[config.mk]
export PLATFORM = sky130hd
export DESIGN_NAME = stack_control_unit
export DESIGN_NICKNAME = d
export VERILOG_FILES = /design/src/rtl/stack_control_unit.sv
export SDC_FILE = /design/constraint.sdc
export NUM_CORES = 1
export LEC_CHECK = 0
export BUFFER_PORTS_ARGS = -buffer_cell sky130_fd_sc_hd__buf_2
export CAP_MARGIN = 10
export CORE_MARGIN = 2
export CORE_UTILIZATION = 27
export CTS_BUF_LIST = sky130_fd_sc_hd__clkbuf_2 sky130_fd_sc_hd__clkbuf_4 sky130_fd_sc_hd__clkbuf_8
export DETAILED_ROUTE_END_ITERATION = 10
export GPL_TIMING_DRIVEN = 0
export PLACE_DENSITY = 0.53
export REMOVE_ABC_BUFFERS = 1
export SLEW_MARGIN = 20
export SYNTH_ARGS = -nofsm -noshare
export SYNTH_HDL_FRONTEND = slang
export SYNTH_SLANG_ARGS = --single-unit
[constraint.sdc]
create_clock -name CLK -period 3.2 [get_ports CLK]
set_clock_uncertainty 0.15 [all_clocks]
set_input_delay 0.64 -clock CLK [delete_from_list [all_inputs] [get_ports CLK]]
set_output_delay 0.64 -clock CLK [all_outputs]
set_load 0.02 [all_outputs]
[src/rtl/stack_control_unit.sv]
// stack_control_unit: fetch/decode sequencer for the stack datapath; 2 cycles per instruction, 4 for PUSHI.
// run=0 freezes state and forces NOP; define STACK_CTRL_TRAP_EN to halt with fault on illegal opcodes.
module stack_control_unit #(
   parameter int ADDR_W   = 12,
   parameter int RESET_PC = 0
) (
   input  logic              CLK,
   input  logic              reset,
   input  logic              run,
   output logic [ADDR_W-1:0] imem_addr,
   input  logic [15:0]       imem_data,
   input  logic              tos_zero,
   input  logic              Overflow,
   output logic [2:0]        stackOP,
   output logic [3:0]        aluOP,
   output logic [2:0]        mux_selector,
   output logic [15:0]       immediate,
   output logic [ADDR_W-1:0] pc,
   output logic              halted,
   output logic              fault
);

   localparam logic [ADDR_W-1:0] PC_INIT = ADDR_W'(RESET_PC);

   localparam logic [3:0] OP_NOP   = 4'd0;
   localparam logic [3:0] OP_PUSHI = 4'd1;
   localparam logic [3:0] OP_ALU   = 4'd2;
   localparam logic [3:0] OP_DUP   = 4'd3;
   localparam logic [3:0] OP_DROP  = 4'd4;
   localparam logic [3:0] OP_JMP   = 4'd5;
   localparam logic [3:0] OP_BZ    = 4'd6;
   localparam logic [3:0] OP_HALT  = 4'd7;

   localparam logic [2:0] SOP_PUSH = 3'd1;
   localparam logic [2:0] SOP_BIN  = 3'd2;
   localparam logic [2:0] SOP_DROP = 3'd3;

   typedef enum logic [2:0] {
      S_FETCH,
      S_EXEC,
      S_IMM_FETCH,
      S_IMM_EXEC,
      S_HALT
   } state_t;

   state_t            state;
   logic [15:0]       imm_q;
   logic [3:0]        op;
   logic [11:0]       arg;
   logic [ADDR_W-1:0] pc_inc;
   logic [ADDR_W-1:0] jmp_tgt;

   assign op        = imem_data[15:12];
   assign arg       = imem_data[11:0];
   assign pc_inc    = pc + ADDR_W'(1);
   assign jmp_tgt   = ADDR_W'(arg);
   assign imem_addr = pc;
   assign halted    = (state == S_HALT);

   always_ff @(posedge CLK or posedge reset) begin
      if (reset) begin
         state <= S_FETCH;
         pc    <= PC_INIT;
         fault <= 1'b0;
         imm_q <= 16'h0000;
      end else if (run) begin
         case (state)
            S_FETCH: begin
               // Overflow here reflects the previous instruction's datapath edge.
               if (Overflow) begin
                  state <= S_HALT;
                  fault <= 1'b1;
               end else begin
                  state <= S_EXEC;
               end
            end
            S_EXEC: begin
               case (op)
                  OP_PUSHI: begin
                     pc    <= pc_inc;
                     state <= S_IMM_FETCH;
                  end
                  OP_JMP: begin
                     pc    <= jmp_tgt;
                     state <= S_FETCH;
                  end
                  OP_BZ: begin
                     pc    <= tos_zero ? jmp_tgt : pc_inc;
                     state <= S_FETCH;
                  end
                  OP_HALT: state <= S_HALT;
                  OP_NOP, OP_ALU, OP_DUP, OP_DROP: begin
                     pc    <= pc_inc;
                     state <= S_FETCH;
                  end
                  default: begin
`ifdef STACK_CTRL_TRAP_EN
                     state <= S_HALT;
                     fault <= 1'b1;
`else
                     pc    <= pc_inc;
                     state <= S_FETCH;
`endif
                  end
               endcase
            end
            S_IMM_FETCH: state <= S_IMM_EXEC;
            S_IMM_EXEC: begin
               imm_q <= imem_data;
               pc    <= pc_inc;
               state <= S_FETCH;
            end
            S_HALT:  state <= S_HALT;
            default: state <= S_FETCH;
         endcase
      end
   end

   // Decodes depend only on the state register and the ROM's output register,
   // so each control value is stable for the whole cycle it is issued in.
   always_comb begin
      stackOP      = 3'd0;
      aluOP        = 4'd0;
      mux_selector = 3'd0;
      immediate    = imm_q;
      if (run) begin
         case (state)
            S_EXEC: begin
               case (op)
                  OP_ALU: begin
                     stackOP = SOP_BIN;
                     aluOP   = arg[3:0];
                  end
                  OP_DUP: begin
                     stackOP = SOP_PUSH;
                     aluOP   = 4'd5;
                  end
                  OP_DROP: stackOP = SOP_DROP;
                  default: ;
               endcase
            end
            S_IMM_EXEC: begin
               stackOP      = SOP_PUSH;
               mux_selector = 3'd1;
               immediate    = imem_data;
            end
            default: ;
         endcase
      end
   end

endmodule

======== Word level (Yosys, flattened, before mapping) ========
Index checks and enable logic that the tools add are counted.
storage, ports and cells
  flip-flop bits (word level) ............. 32
  input bits .............................. 21
  logic and storage cells ................. 37
  output and inout port bits .............. 52
cells by class
  reduce and logical (&&, ||, !) cells .... 4
  equal/unequal tests ..................... 12
  multiplexer cells ....................... 16
  add/subtract/negate cells ............... 1
operators by type and width
  cell                                                                    count
  12-bit one-hot mux with 3 select lines                                  1
  16-bit 2-to-1 mux                                                       2
  12-bit one-hot mux with 2 select lines                                  1
  4-bit by 3-bit equality test with 1-bit output (second input constant)  4
  12-bit by 1-bit adder with 12-bit output (second input constant)        1
  12-bit 2-to-1 mux                                                       1
  3-bit one-hot mux with 4 select lines                                   1
  4-bit by 2-bit equality test with 1-bit output (second input constant)  2
  4-bit 2-to-1 mux                                                        2
  4-bit one-hot mux with 2 select lines                                   1
  3-bit by 2-bit equality test with 1-bit output (second input constant)  2
  2-bit one-hot mux with 3 select lines                                   1
  3-bit one-hot mux with 2 select lines                                   1
  3-bit AND reduction                                                     2
  4-bit by 1-bit equality test with 1-bit output (second input constant)  1
  2-bit one-hot mux with 2 select lines                                   1
  3-bit by 1-bit equality test with 1-bit output (second input constant)  1
  3-bit equality test (second input constant)                             1
  3-bit zero test                                                         1
  3-bit 2-to-1 mux                                                        1
  1-bit 2-to-1 mux                                                        2
  2-bit 2-to-1 mux                                                        1
  2-bit inequality test (second input constant)                           1
  2-bit nonzero test                                                      1

======== Depth between registers and ports, before layout ========
  word-level depth ........................ 4
  gate-level depth with buffers ........... 7
  mapped depth without buffers ............ 5

======== Least setup slack after synthesis ========
Ideal clock, no wire load.
  path kind ............................... input port to output port
  from .................................... input port run
  to ...................................... output port aluOP[1]
  arrival time ............................ 1.815 ns
  slack ................................... 0.595 ns
  required time ........................... 2.410 ns
  path buffers ............................ 0
  cell stages on the path ................. 4
  path through ............................ nand3b_4 or3_4 or3b_4 nor3b_2
on the way
  longest elaborated chain between the ends .. 1
ends and longest elaborated chain
  item              RTL line  RTL
  start, declared   9         input logic run,
  4-bit 2-to-1 mux  126       if (run) begin
  end, declared     15        output logic [3:0] aluOP,
Every way passes these cells.

======== Final worst setup path ========
  from .................................... input port run
  to ...................................... output port immediate[14]
on the way
  longest elaborated chain between the ends .. 1
ends and longest elaborated chain
  item               RTL line  RTL
  16-bit 2-to-1 mux  126
  end, declared      17        output logic [15:0] immediate,
Every way passes these cells.

==> key figures <==
Yosys
  – Ys async rst share: 1.00
  – Mean post-synth cell area: 10.5 um2
  – Post-Syn Area: 0.00194 mm2
  – YS warnings: 0
  – EDFF count, synth: 0
  – Largest family of logic cells by synthesized area: simple AND/OR/NAND/NOR gates
  – Cell variety after synth: 49
  – Post-Synthesis Cells: 185
  – Post-synth top area share: 0.413
  – Post-synthesis compound-gate area fraction: 0.149
  – #FFs+latches synth: 32
  – Share of the yosys chip area belonging to registers: 0.413
  – Post-Synth Adder-Cell Area: 0.00646
  – Synth Area in Simple Gates: 0.172
  – XOR/XNOR Fraction of Synth Area: 0.00452
  – Main flop type after synthesis: dfrtp_1
  – Synth area leaders: dfrtp_1 (41%), buf_4 (6.6%), mux2_2 (6.4%)
  – Post-synthesis mux area share: 0.146
  – Area leader, netlist: dfrtp_1

GRT
  – First-pass GRT wire length: 7.53 mm
  – Initial antenna violation count: 0
  – Vias in the first global route: 1498
  – Congestion Overflow GR: 0
  – GRT Resource Usage Total: 0.127
  – Largest net degree at the start of global routing: 33

Final layout
  – Multi-input gate area in the final layout: 943 um2
  – Share of layout cells above drive strength 1: 0.454
  – Final-stage net count: 260
  – FF+latch area: ~800 um2
  – Area Growth Syn to Fin: 20.6%
  – Fillers: 730
  – Commonest cells after routing, fill and taps aside: buf_2 (69), dfrtp_1 (32), mux2i_1 (11), mux2_2 (11), nand2_1 (10)
  – Commonest non-fill, non-tap cell in the layout: buf_2
  – Post-Layout Inst Area: 0.00234 mm2
  – Antenna diodes: 0

Routing
  – Total Wirelength: roughly 4.8 mm
  – Detail Route Antenna Nets: 0
  – Initial drt markers: 32
  – Post-Route M1 WL: 2.28 mm
  – Vias: between 1.5k and 2k
  – Met2 wire len: about 2.2 mm
  – Vias per cell: 4.70
  – Drt first pass iters: 4
  – Drt wl/cell: 14.3 um
  – Routed met3 length: 275 um
  – DR DRC count: 0
  – Max Used Layer: met4

Clock tree
  – TritonCTS clock tree: yes
  – CTS sink cnt: 32
  – Clock Latency Late Sink: 280 ps
  – Longest Clk Path Bufs: 2
  – Post-CTS Repair Setup Buffers: 0
  – Root Driver: clkbuf_8
  – Clock transition at path regs: 70 ps
  – CTS Hold Bufs: 0
  – Post-CTS sizing: 0
  – CTS buffer count: 5
  – # H-tree levels: 2

Setup path
  – CP max stage cell: mux2_1
  – Critical path peak fanout: 19
  – Reg-to-reg setup timing slack: 920 ps
  – CP peak stage delay: 500 ps
  – Critical-path cell list: buf_2 > nor2b_1 > nand3_2 > mux2_1 > buf_2
  – RR Startpoint: state[1]$_DFFE_PP0P_
  – Reg2Reg Depth: 4
  – RR Endpoint: imem_addr[11]$_DFFE_PP0P_
  – Startpoint Class: input pin
  – Worst path arrival time: 2180 ps
  – Critical path type: in2out
  – Required time of the critical path: 2410 ps
  – Crit. End Element: output port
  – Crit path top cell by count: buf_2

Run status
  – Outcome: completed

STA
  – RSZ-0062 raised after global routing: no
  – Final worst path period share: 0.930
  – Final Slew Violations: 0
  – Setup TNS: 0 ps
  – Worst hold-check slack: 320 ps
  – Slew @ Worst Pin: 955 ps
  – Final worst slack: 226 ps
  – Fmax achieved: between 300 and 400 MHz
  – Tmin final: a little under 3000 ps
  – Slew headroom: 0.363
  – Final-report setup violation count: 0
  – Final Hold Vio Count: 0

Power
  – Pwr Density: between 300 and 400 mW/mm2
  – Leakage: 1.22 nW
  – Max IR drop VDD: 0.000173 V
  – Logic pwr share: 0.104
  – Flop pwr share: 0.495
  – Power Total: approximately 850 uW
  – NetSw: 212 uW
  – Clock share of power: 0.401
  – Power Internal: about 640 uW
  – Switching Fraction: 0.250

Placed design
  – Placed Area: 0.00224 mm2
  – Port Buffers: 69
  – Pre-CTS WS: 188 ps
  – Gp weighted congestion: 0.767
  – DP HPWL: 3.40 mm

Floorplan
  – Die height: 88.7 um
  – Initial Util: 0.282
  – Die area: a little under 0.008 mm2
  – Rows: 30
  – Core area: 0.00687 mm2
  – Chip width: just under 90 um
  – # IOs: 73

Job
  – Max cap viols: 0

Hold path
  – Hold Crit Class: in2async
[cell usage after synthesis, drive strengths merged, types with 3 or more instances]
library cell	instances
a21oi	7
a2bb2oi	5
buf	22
clkbuf	3
dfrtp	32
inv	8
mux2	15
mux2i	11
nand2	10
nand3	6
nand4	5
nor2	8
nor3	7
nor4	3
o21ai	11
o2bb2ai	3
[cell type report]
cell class                 count  share of cell area
multi-input combinational    122               0.404
sequential                    32               0.343
timing repair buffer          69               0.148
tap                           96              0.0514
clock buffer                   7              0.0412
inverter                       8              0.0129
[registers in the layout, summed over array words and instances (netlist names)]
name and cells:
imm_q 16, imem_addr 12, state 3, fault 1
[cell families (layout without fill, tap and decap cells)]
logic type,after synthesis,in the layout
AO/OA/AOI/OAI,37,37
flip-flops,32,32
other,1,3
multiplexers,26,26
XOR/XNOR,1,1
adder cells (fa/ha/maj),1,1
buffers and inverters,33,84
AND/OR/NAND/NOR,54,54
[worst max-delay path: cells and delay by family]
kind | cells | cell delay (ps)
buf+inv | 2 | 330
simple gates | 2 | 720
mux | 1 | 500
[worst max path at each step]
stage,from,end,slack [ps]
after floorplan,run,aluOP[1],590
after global placement,run,immediate[12],190
after detailed placement,run,immediate[13],190
after CTS,run,immediate[13],180
after global routing,run,immediate[14],100
final,run,immediate[14],230
[power by group through the flow]
| stage | registers [mW] | clock network [mW] | logic (mW) |
|---|---|---|---|
| floorplan | 0.439 | 0 | 0.0349 |
| global placement | 0.427 | 0 | 0.0883 |
| detailed placement | 0.427 | 0 | 0.0898 |
| CTS | 0.420 | 0.355 | 0.0899 |
| global route | 0.420 | 0.383 | 0.0967 |
| finish | 0.420 | 0.340 | 0.0880 |
[metrics by stage]
stage | std cells | utilization
floorplan | 162 | -
global placement | 327 | 0.325
detailed placement | 327 | 0.326
CTS | 334 | 0.340
global route | 334 | 0.340
finish | 334 | 0.340
[routing by layer]
| layer | up-vias | global-route usage |
|---|---|---|
| met5 | - | 0 |
| met2 | 55 | 0.202 |
| li1 | 760 | - |
| met4 | 0 | 0.0289 |
| met3 | 4 | 0.0364 |
| met1 | 750 | 0.170 |
No activity file was read; power rests on OpenSTA's default activity.
